--- src/rtl/bram1_scan_ctrl_l7.sv ---
// bram1_scan_ctrl_l7: layer-7 BRAM1 address sequencer.
// Walks LD0/LD1/RD/SH/OUT raster phases, then drains the x/y delay line.
module bram1_scan_ctrl_l7 #(
  parameter int DIM = 16,
  parameter int DLY = 5
) (
  input  logic       clk,
  input  logic       rst_n,
  input  logic       start,
  input  logic       en,
  output logic [4:0] x,
  output logic [4:0] y,
  output logic [4:0] x_Reg5,
  output logic [4:0] y_Reg5,
  output logic [2:0] u,
  output logic [1:0] k,
  output logic [1:0] z,
  output logic       L_zero,
  output logic       valid,
  output logic       busy,
  output logic       done
);
  localparam logic [4:0] LAST = 5'(DIM - 1);
  localparam int DW = $clog2(DLY + 1);
  localparam logic [DW-1:0] DEND = DW'(DLY);

  typedef enum logic [2:0] {
    IDLE, LD0, LD1, RD, SH, OUT, DRAIN
  } st_t;

  st_t st, st_n;
  logic [4:0] x_n, y_n, xa, ya;
  logic [1:0] k_n, z_n;
  logic [DW-1:0] dc, dc_n;
  logic last, clr;
  logic [9:0] sr [DLY];

  always_comb begin
    last = (x == LAST) && (y == LAST);
    ya = (y == LAST) ? 5'd0 : y + 5'd1;
    xa = x;
    if (y == LAST)
      xa = (x == LAST) ? 5'd0 : x + 5'd1;
  end

  always_comb begin
    st_n = st;
    x_n = x;
    y_n = y;
    k_n = k;
    z_n = z;
    dc_n = dc;
    clr = 1'b0;
    if (en) begin
      unique case (st)
        IDLE: if (start) begin
          st_n = LD0;
          x_n = '0;
          y_n = '0;
          k_n = '0;
          z_n = '0;
          dc_n = '0;
          clr = 1'b1;
        end
        LD0, LD1, RD: begin
          x_n = xa;
          y_n = ya;
          if (last) begin
            if (st == LD0) st_n = LD1;
            else if (st == LD1) st_n = RD;
            else begin
              st_n = SH;
              k_n = 2'd1;
            end
          end
        end
        SH: begin
          if (k == 2'd3) begin
            x_n = xa;
            y_n = ya;
            k_n = 2'd1;
            if (last) begin
              st_n = OUT;
              k_n = 2'd0;
              z_n = 2'd0;
            end
          end else begin
            k_n = k + 2'd1;
          end
        end
        OUT: begin
          if (z == 2'd2) begin
            if (last) begin
              st_n = DRAIN;
              dc_n = '0;
            end else begin
              x_n = xa;
              y_n = ya;
              z_n = 2'd0;
            end
          end else begin
            z_n = z + 2'd1;
          end
        end
        DRAIN: begin
          // final count is the done cycle, still outside IDLE
          if (dc == DEND) begin
            st_n = IDLE;
            x_n = '0;
            y_n = '0;
            z_n = '0;
            dc_n = '0;
          end else begin
            dc_n = dc + 1'b1;
          end
        end
        default: st_n = IDLE;
      endcase
    end
  end

  always_ff @(posedge clk or negedge rst_n) begin
    if (!rst_n) st <= IDLE;
    else st <= st_n;
  end

  always_ff @(posedge clk or negedge rst_n) begin
    if (!rst_n) begin
      x <= '0;
      y <= '0;
      k <= '0;
      z <= '0;
      dc <= '0;
    end else begin
      x <= x_n;
      y <= y_n;
      k <= k_n;
      z <= z_n;
      dc <= dc_n;
    end
  end

  always_ff @(posedge clk or negedge rst_n) begin
    if (!rst_n) begin
      for (int i = 0; i < DLY; i++) sr[i] <= '0;
    end else if (clr) begin
      for (int i = 0; i < DLY; i++) sr[i] <= '0;
    end else if (en) begin
      sr[0] <= {x, y};
      for (int i = 1; i < DLY; i++) sr[i] <= sr[i-1];
    end
  end

  assign x_Reg5 = sr[DLY-1][9:5];
  assign y_Reg5 = sr[DLY-1][4:0];

  always_comb begin
    u = 3'd0;
    L_zero = 1'b0;
    valid = 1'b0;
    unique case (st)
      IDLE: u = 3'd0;
      LD0: valid = en;
      LD1: begin
        L_zero = 1'b1;
        valid = en;
      end
      RD: begin
        u = 3'd2;
        valid = en;
      end
      SH: begin
        u = 3'd3;
        valid = en;
      end
      OUT: begin
        u = 3'd4;
        valid = en;
      end
      DRAIN: u = 3'd4;
      default: u = 3'd0;
    endcase
    done = en && (st == DRAIN) && (dc == DEND);
    busy = (st != IDLE) && !done;
  end
endmodule

--- config.mk ---
export PLATFORM = sky130hd
export DESIGN_NAME = bram1_scan_ctrl_l7
export DESIGN_NICKNAME = d
export VERILOG_FILES = /design/src/rtl/bram1_scan_ctrl_l7.sv
export SDC_FILE = /design/constraint.sdc
export NUM_CORES = 1
export LEC_CHECK = 0
export CAP_MARGIN = 20
export CORE_MARGIN = 2
export CORE_UTILIZATION = 30
export CTS_CLUSTER_DIAMETER = 150
export CTS_CLUSTER_SIZE = 20
export DETAILED_ROUTE_END_ITERATION = 16
export PLACE_DENSITY_LB_ADDON = 0.08
export SLEW_MARGIN = 20
export SYNTH_ARGS = -nofsm -noshare
export SYNTH_HDL_FRONTEND = slang
export SYNTH_SLANG_ARGS = --single-unit
--- constraint.sdc ---
create_clock -name clk -period 2.1 [get_ports clk]
set_input_delay 0.42 -clock clk [delete_from_list [all_inputs] [get_ports clk]]
set_output_delay 0.42 -clock clk [all_outputs]
set_load 0.05 [all_outputs]
==> results of run 1 <==
worst max-delay path, cell delays in order, from the launching register on:
cell and delay (ps):
dfrtp_2 350, buf_4 140, clkdlybuf4s50_1 800
layer usage:
metal | wire, um | up-vias | part of all wire
li1 | - | 1232 | -
met1 | 4090 | 1287 | 0.52
met2 | 3460 | 39 | 0.44
met3 | 234 | 9 | 0.030
met4 | 113 | 0 | 0.014
met5 | 0 | - | 0
layout by cell type, fill, tap and decap left out, drive strengths merged, types with 3 or more instances in the layout:
master and n:
dfrtp 70, nor2 58, mux2i 52, buf 46, clkdlybuf4s50 20, nor3 11, clkbuf 9, nand2 8
inv 8, o21ai 8, nand3 8, nand3b 4, a21o 3, o32ai 3, mux2 3, ha 3
clkinv 3, o41ai 3
area by class of cell:
class                      instances  share of cell area
clock buffer                       9              0.0513
clock inverter                     6             0.00883
inverter                           7             0.00598
multi-input combinational        210               0.342
sequential                        70               0.400
tap                              143              0.0407
timing repair buffer              67               0.150
synth_stat cells (all sizes together) (4+ instances only):
| cell | instances |
|---|---|
| nor3 | 11 |
| nor2 | 58 |
| o21ai | 8 |
| nand3b | 4 |
| nand2 | 8 |
| dfrtp | 70 |
| clkbuf | 9 |
| buf | 23 |
| mux2i | 52 |
| inv | 7 |
| nand3 | 8 |
state kept, by name, summed over array words and instances, names as in the netlist:
name / count
x: 5
y: 5
z: 2
st: 3
dc: 3
k: 2
sr: 40
y_Reg5: 5
x_Reg5: 5
power by group through the flow:
stage,clock [W],sequential (W),combinational (W)
final,0.00137,0.00209,0.00211
after global routing,0.00147,0.00217,0.00228
after CTS,0.00141,0.00211,0.00213
after detailed placement,0,0.00212,0.00212
after global placement,0,0.00212,0.00211
after floorplan,0,0.00241,0.00114
metrics by stage:
step	area, sq um	power (W)
2_1_floorplan	3470	0.00355
3_3_place_gp	4080	0.00422
3_5_place_dp	4080	0.00425
4_1_cts	4360	0.00564
5_1_grt	4390	0.00591
6_report	4390	0.00558
path summary, 6_finish.rpt:
check,cells after the start,endpoint,slack [ps],start
worst max-delay path,2,y[1],60,y[1]
worst min-delay path,2,x_Reg5[3],90,rst_n
worst max register to register,5,y[3],140,st[2]
worst min register to register,1,dc[2],470,dc[2]
max in group asynchronous,2,st[1],1650,rst_n
min in group clk,3,st[2],440,en
cell families after synthesis:
kind of cell | after synthesis | share of synthesized area
and+or+nand+nor | 105 | 0.144
muxes | 55 | 0.160
xor gates and xnor gates | 2 | 0.00507
buffers and inverters | 39 | 0.0626
AOI/OAI and AO/OA | 45 | 0.110
DFF | 70 | 0.507
adders and majority gates | 3 | 0.0109
what timing repair did:
action                                  in CTS  in global routing
buffers inserted                             1                  3
pin swaps                                    0                  2
gates resized for setup                      1                  6
endpoints found under the setup margin       1                  5
==> summary.txt, run 1 <==
status = finished, final reports clean
Cell Pwr Density = 1270 nW/um^2
fin util = 0.388
Final WS setup = 57.4 ps
HPWL after detailed placement = 5200 um
top-level I/O count = 35
internal cell power = 0.00341 W
CTS tree = built
ys flop type = dfrtp_1
ANT nets after route = 0
Synth Area per Inst = 10.8 sq um
Final Setup Violations = 0
GR peak layer = met1
number of global-route vias before repair = 2560
die extent in y = 111 um
Netlist Area Pre-Place = 3460 sq um
n_diodes = 0
Routed WL = 7900 um
final instance count without filler cells = 512
DRC = 0
Total Routing Usage GR = 0.133
ys async rst share = 1.00
Reg power frac = 0.375
M3 GR Usage = 0.0305
DR WL/cell = 15.4 um
Sw Share = 0.389
Post-Route Setup TNS = 0 ps
share of the synthesized area in the top cell type = 0.507
crit path kind = register to primary output
row cnt = 39
register area = 1760 sq um
layout cells sized above 1 = 0.211
Synth warnings = 0
Initial DRC Count = 101
# fillers = 1129
largest net degree at the start of global routing = 71
dpl ws = -125 ps
placed cells = 493
DR vias/cell = 5.01
Hold Path Class = primary input to asynchronous set/reset pin
Port Buffers = 34
syn_nets = 326
leakage dissipation = 2.04 nW
H-tree depth = 3
largest area contributor in the netlist = dfrtp_1
register area share after synthesis = 0.507
CTS sink cnt = 70
Worst slew margin = 0.657
Worst setup EP type = primary output
initial antenna violation count = 0
Yosys cell types = 53
CTS buffer count = 9
core area = 11300 sq um
root buffer cell = clkbuf_16
max-cap violations = 0
cell count after synthesis = 319
crit share post-route = 0.973
Multi-input gate area = 1500 sq um
RSZ-0062 raised after global routing = no
number of synthesized flops with an enable pin = 0
Post-layout nets = 372
synth top area cells = dfrtp_1, mux2i_1, nor2_1, buf_4, nor3_1
Max rail drop VDD = 0.508 mV
die width = 111 um
via total after detailed routing = 2567
Worst Setup Start Kind = register
CTS hold repair buffers = 0
Layout Skew = 6.24 ps
final worst path period need = 2040 ps
Seq cells post-synth = 70
final hold viol count = 0
Critical Path Fanout Max = 4
Pre-antenna DRT Iters = 4
total gr overflow = 0
worst hold slack = 92.3 ps
WP data required = 1680 ps
clk_lat worst skew = 330 ps
Gate power share = 0.379
P_sw = 0.00217 W
Fmax achieved = 490 MHz
clk slew on worst S/H paths = 60 ps
met2 Use GR = 0.191
Initial Utilization = 0.305
Slew @ Worst Pin = 513 ps
first-pass GRT wire length = 13400 um
Clock Path Buffers = 2
Final Slew Violations = 0
Clock Power Share = 0.246
routability cong. = 0.810
Worst EP arrival = 1620 ps
die area = 12400 sq um
M1 GR Usage = 0.196
Synth-to-Final Area Change = 27.1%
(Power assumes the default switching activity.)
==> inputs of run 2 (changes only) <==
--- a/config.mk
+++ b/config.mk
@@ -11,6 +11,7 @@
 export CTS_CLUSTER_DIAMETER = 150
 export CTS_CLUSTER_SIZE = 20
 export DETAILED_ROUTE_END_ITERATION = 16
+export GPL_TIMING_DRIVEN = 0
 export PLACE_DENSITY_LB_ADDON = 0.08
 export SLEW_MARGIN = 20
 export SYNTH_ARGS = -nofsm -noshare
==> run 2 against run 1 <==
Effect of this change:
- hold slack worse by 57 ps
- die area unchanged
- cell count increased by 2.7%
- maximum frequency down 0.12%
- critical path depth grew 3
- largest cell class unchanged
- largest power group is now registers
==> summary.txt, run 2 (synthesized netlist as in run 1, its figures left out) <==
n_diodes = 0
crit share post-route = 0.974
internal cell power = 0.00369 W
Post-Route Setup TNS = 0 ps
Final Slew Violations = 0
Reg power frac = 0.371
DR WL/cell = 15.9 um
reg2reg path depth = 4
CTS sink cnt = 70
die extent in y = 111 um
Port Buffers = 34
clk_lat worst skew = 330 ps
Pre-antenna DRT Iters = 4
Slew @ Worst Pin = 763 ps
fin util = 0.395
die area = 12400 sq um
Worst slew margin = 0.491
P_sw = 0.00217 W
Sw Share = 0.370
worst hold slack = 35.4 ps
Hold Path Class = primary input to asynchronous set/reset pin
placed cells = 497
DR vias/cell = 4.94
ANT nets after route = 0
Clock Power Share = 0.281
first-pass GRT wire length = 13900 um
Worst EP arrival = 1630 ps
core area = 11300 sq um
final hold viol count = 0
Worst Setup Start Kind = primary input
Post-layout nets = 386
clk slew on worst S/H paths = 60 ps
total gr overflow = 0
root buffer cell = clkbuf_16
Initial Utilization = 0.305
HPWL after detailed placement = 5760 um
WP data required = 1680 ps
Placed Area = 4010 sq um
crit path kind = primary input to primary output
Cell Pwr Density = 1310 nW/um^2
initial antenna violation count = 0
Fmax achieved = 489 MHz
Total Routing Usage GR = 0.141
Worst setup EP type = primary output
number of global-route vias before repair = 2494
die width = 111 um
routability cong. = 0.798
leakage dissipation = 2.11 nW
Max rail drop VDD = 0.809 mV
max FFs per register = 40
status = finished, final reports clean
largest net degree at the start of global routing = 39
top-level I/O count = 35
via total after detailed routing = 2598
Gate power share = 0.348
final instance count without filler cells = 526
Clock Path Buffers = 2
DRC = 0
most frequent cells in the layout = dfrtp_1, nor2_1, mux2i_1
most flop-heavy register = sr
leading cell type in the layout, fill and taps excluded = dfrtp_1
Routed WL = 8350 um
Layout Skew = 4.78 ps
CTS tree = built
fin area = 4480 sq um
Initial DRC Count = 129
RSZ-0062 raised after global routing = yes
CTS buffer count = 9
Synth-to-Final Area Change = 29.5%
Critical Path Fanout Max = 10
layout cells sized above 1 = 0.214
Final Setup Violations = 0
row cnt = 39
H-tree depth = 3
final worst path period need = 2050 ps
max-cap violations = 0
-- run 2: through the flow --
stage | setup slack [ps] | power (W)
after floorplan | -33.2 | 0.00355
after global routing | -17.6 | 0.00621
after CTS | 1.36 | 0.00589
after global placement | -2330 | 0.00418
after detailed placement | -614 | 0.00420
final | 55.0 | 0.00586
-- run 2: worst paths after layout --
kind                            slack, ps  startpoint      to
worst min-delay path                   40       rst_n  sr[22]
worst max register to register        100       dc[1]    x[2]
min in group clk                      490       dc[2]   dc[2]
worst max-delay path                   50          en   valid
max in group asynchronous            1480       rst_n    x[0]
worst min register to register        490       dc[2]   dc[2]
-- run 2: area by class of cell --
class	instances	area (sq um)
inverters	7	26.3
flip-flops and latches	70	1760
well taps	143	179
multi-input cells	210	1530
clock buffers	10	239
clock inverters	5	83.8
plain buffers	32	215
repair buffers	49	442
fillers	1139	6850
-- run 2: power by group through the flow --
stage	clock network [W]	logic [W]	registers [W]
2_1_floorplan	0	0.00114	0.00241
3_3_place_gp	0	0.00197	0.00221
4_1_cts	0.00169	0.00200	0.00220
5_1_grt	0.00174	0.00221	0.00225
6_report	0.00165	0.00204	0.00217
3_5_place_dp	0	0.00199	0.00221
-- run 2: routing by layer --
metal  wire length, um  vias to the layer above  track usage  part of all wire
met5                 0                        -            0                 0
met4               162                        0       0.0667             0.019
met2              3670                       53        0.199              0.44
li1                  -                     1250            -                 -
met1              4190                     1280        0.211              0.50
met3               321                       15       0.0229             0.038
-- run 2: repair_timing --
action                     in CTS  in global routing
resized for setup              53                 17
hold buffers                    0                  0
pin swaps                       1                  4
cloned                          0                  0
setup endpoints to repair      17                 16
setup buffers                   0                 14
-- run 2: critical path: stages --
cell,delay (ps)
clkdlybuf4s50_1,560
buf_4,220
inv_1,100
nor2_1,120
buf_4,200
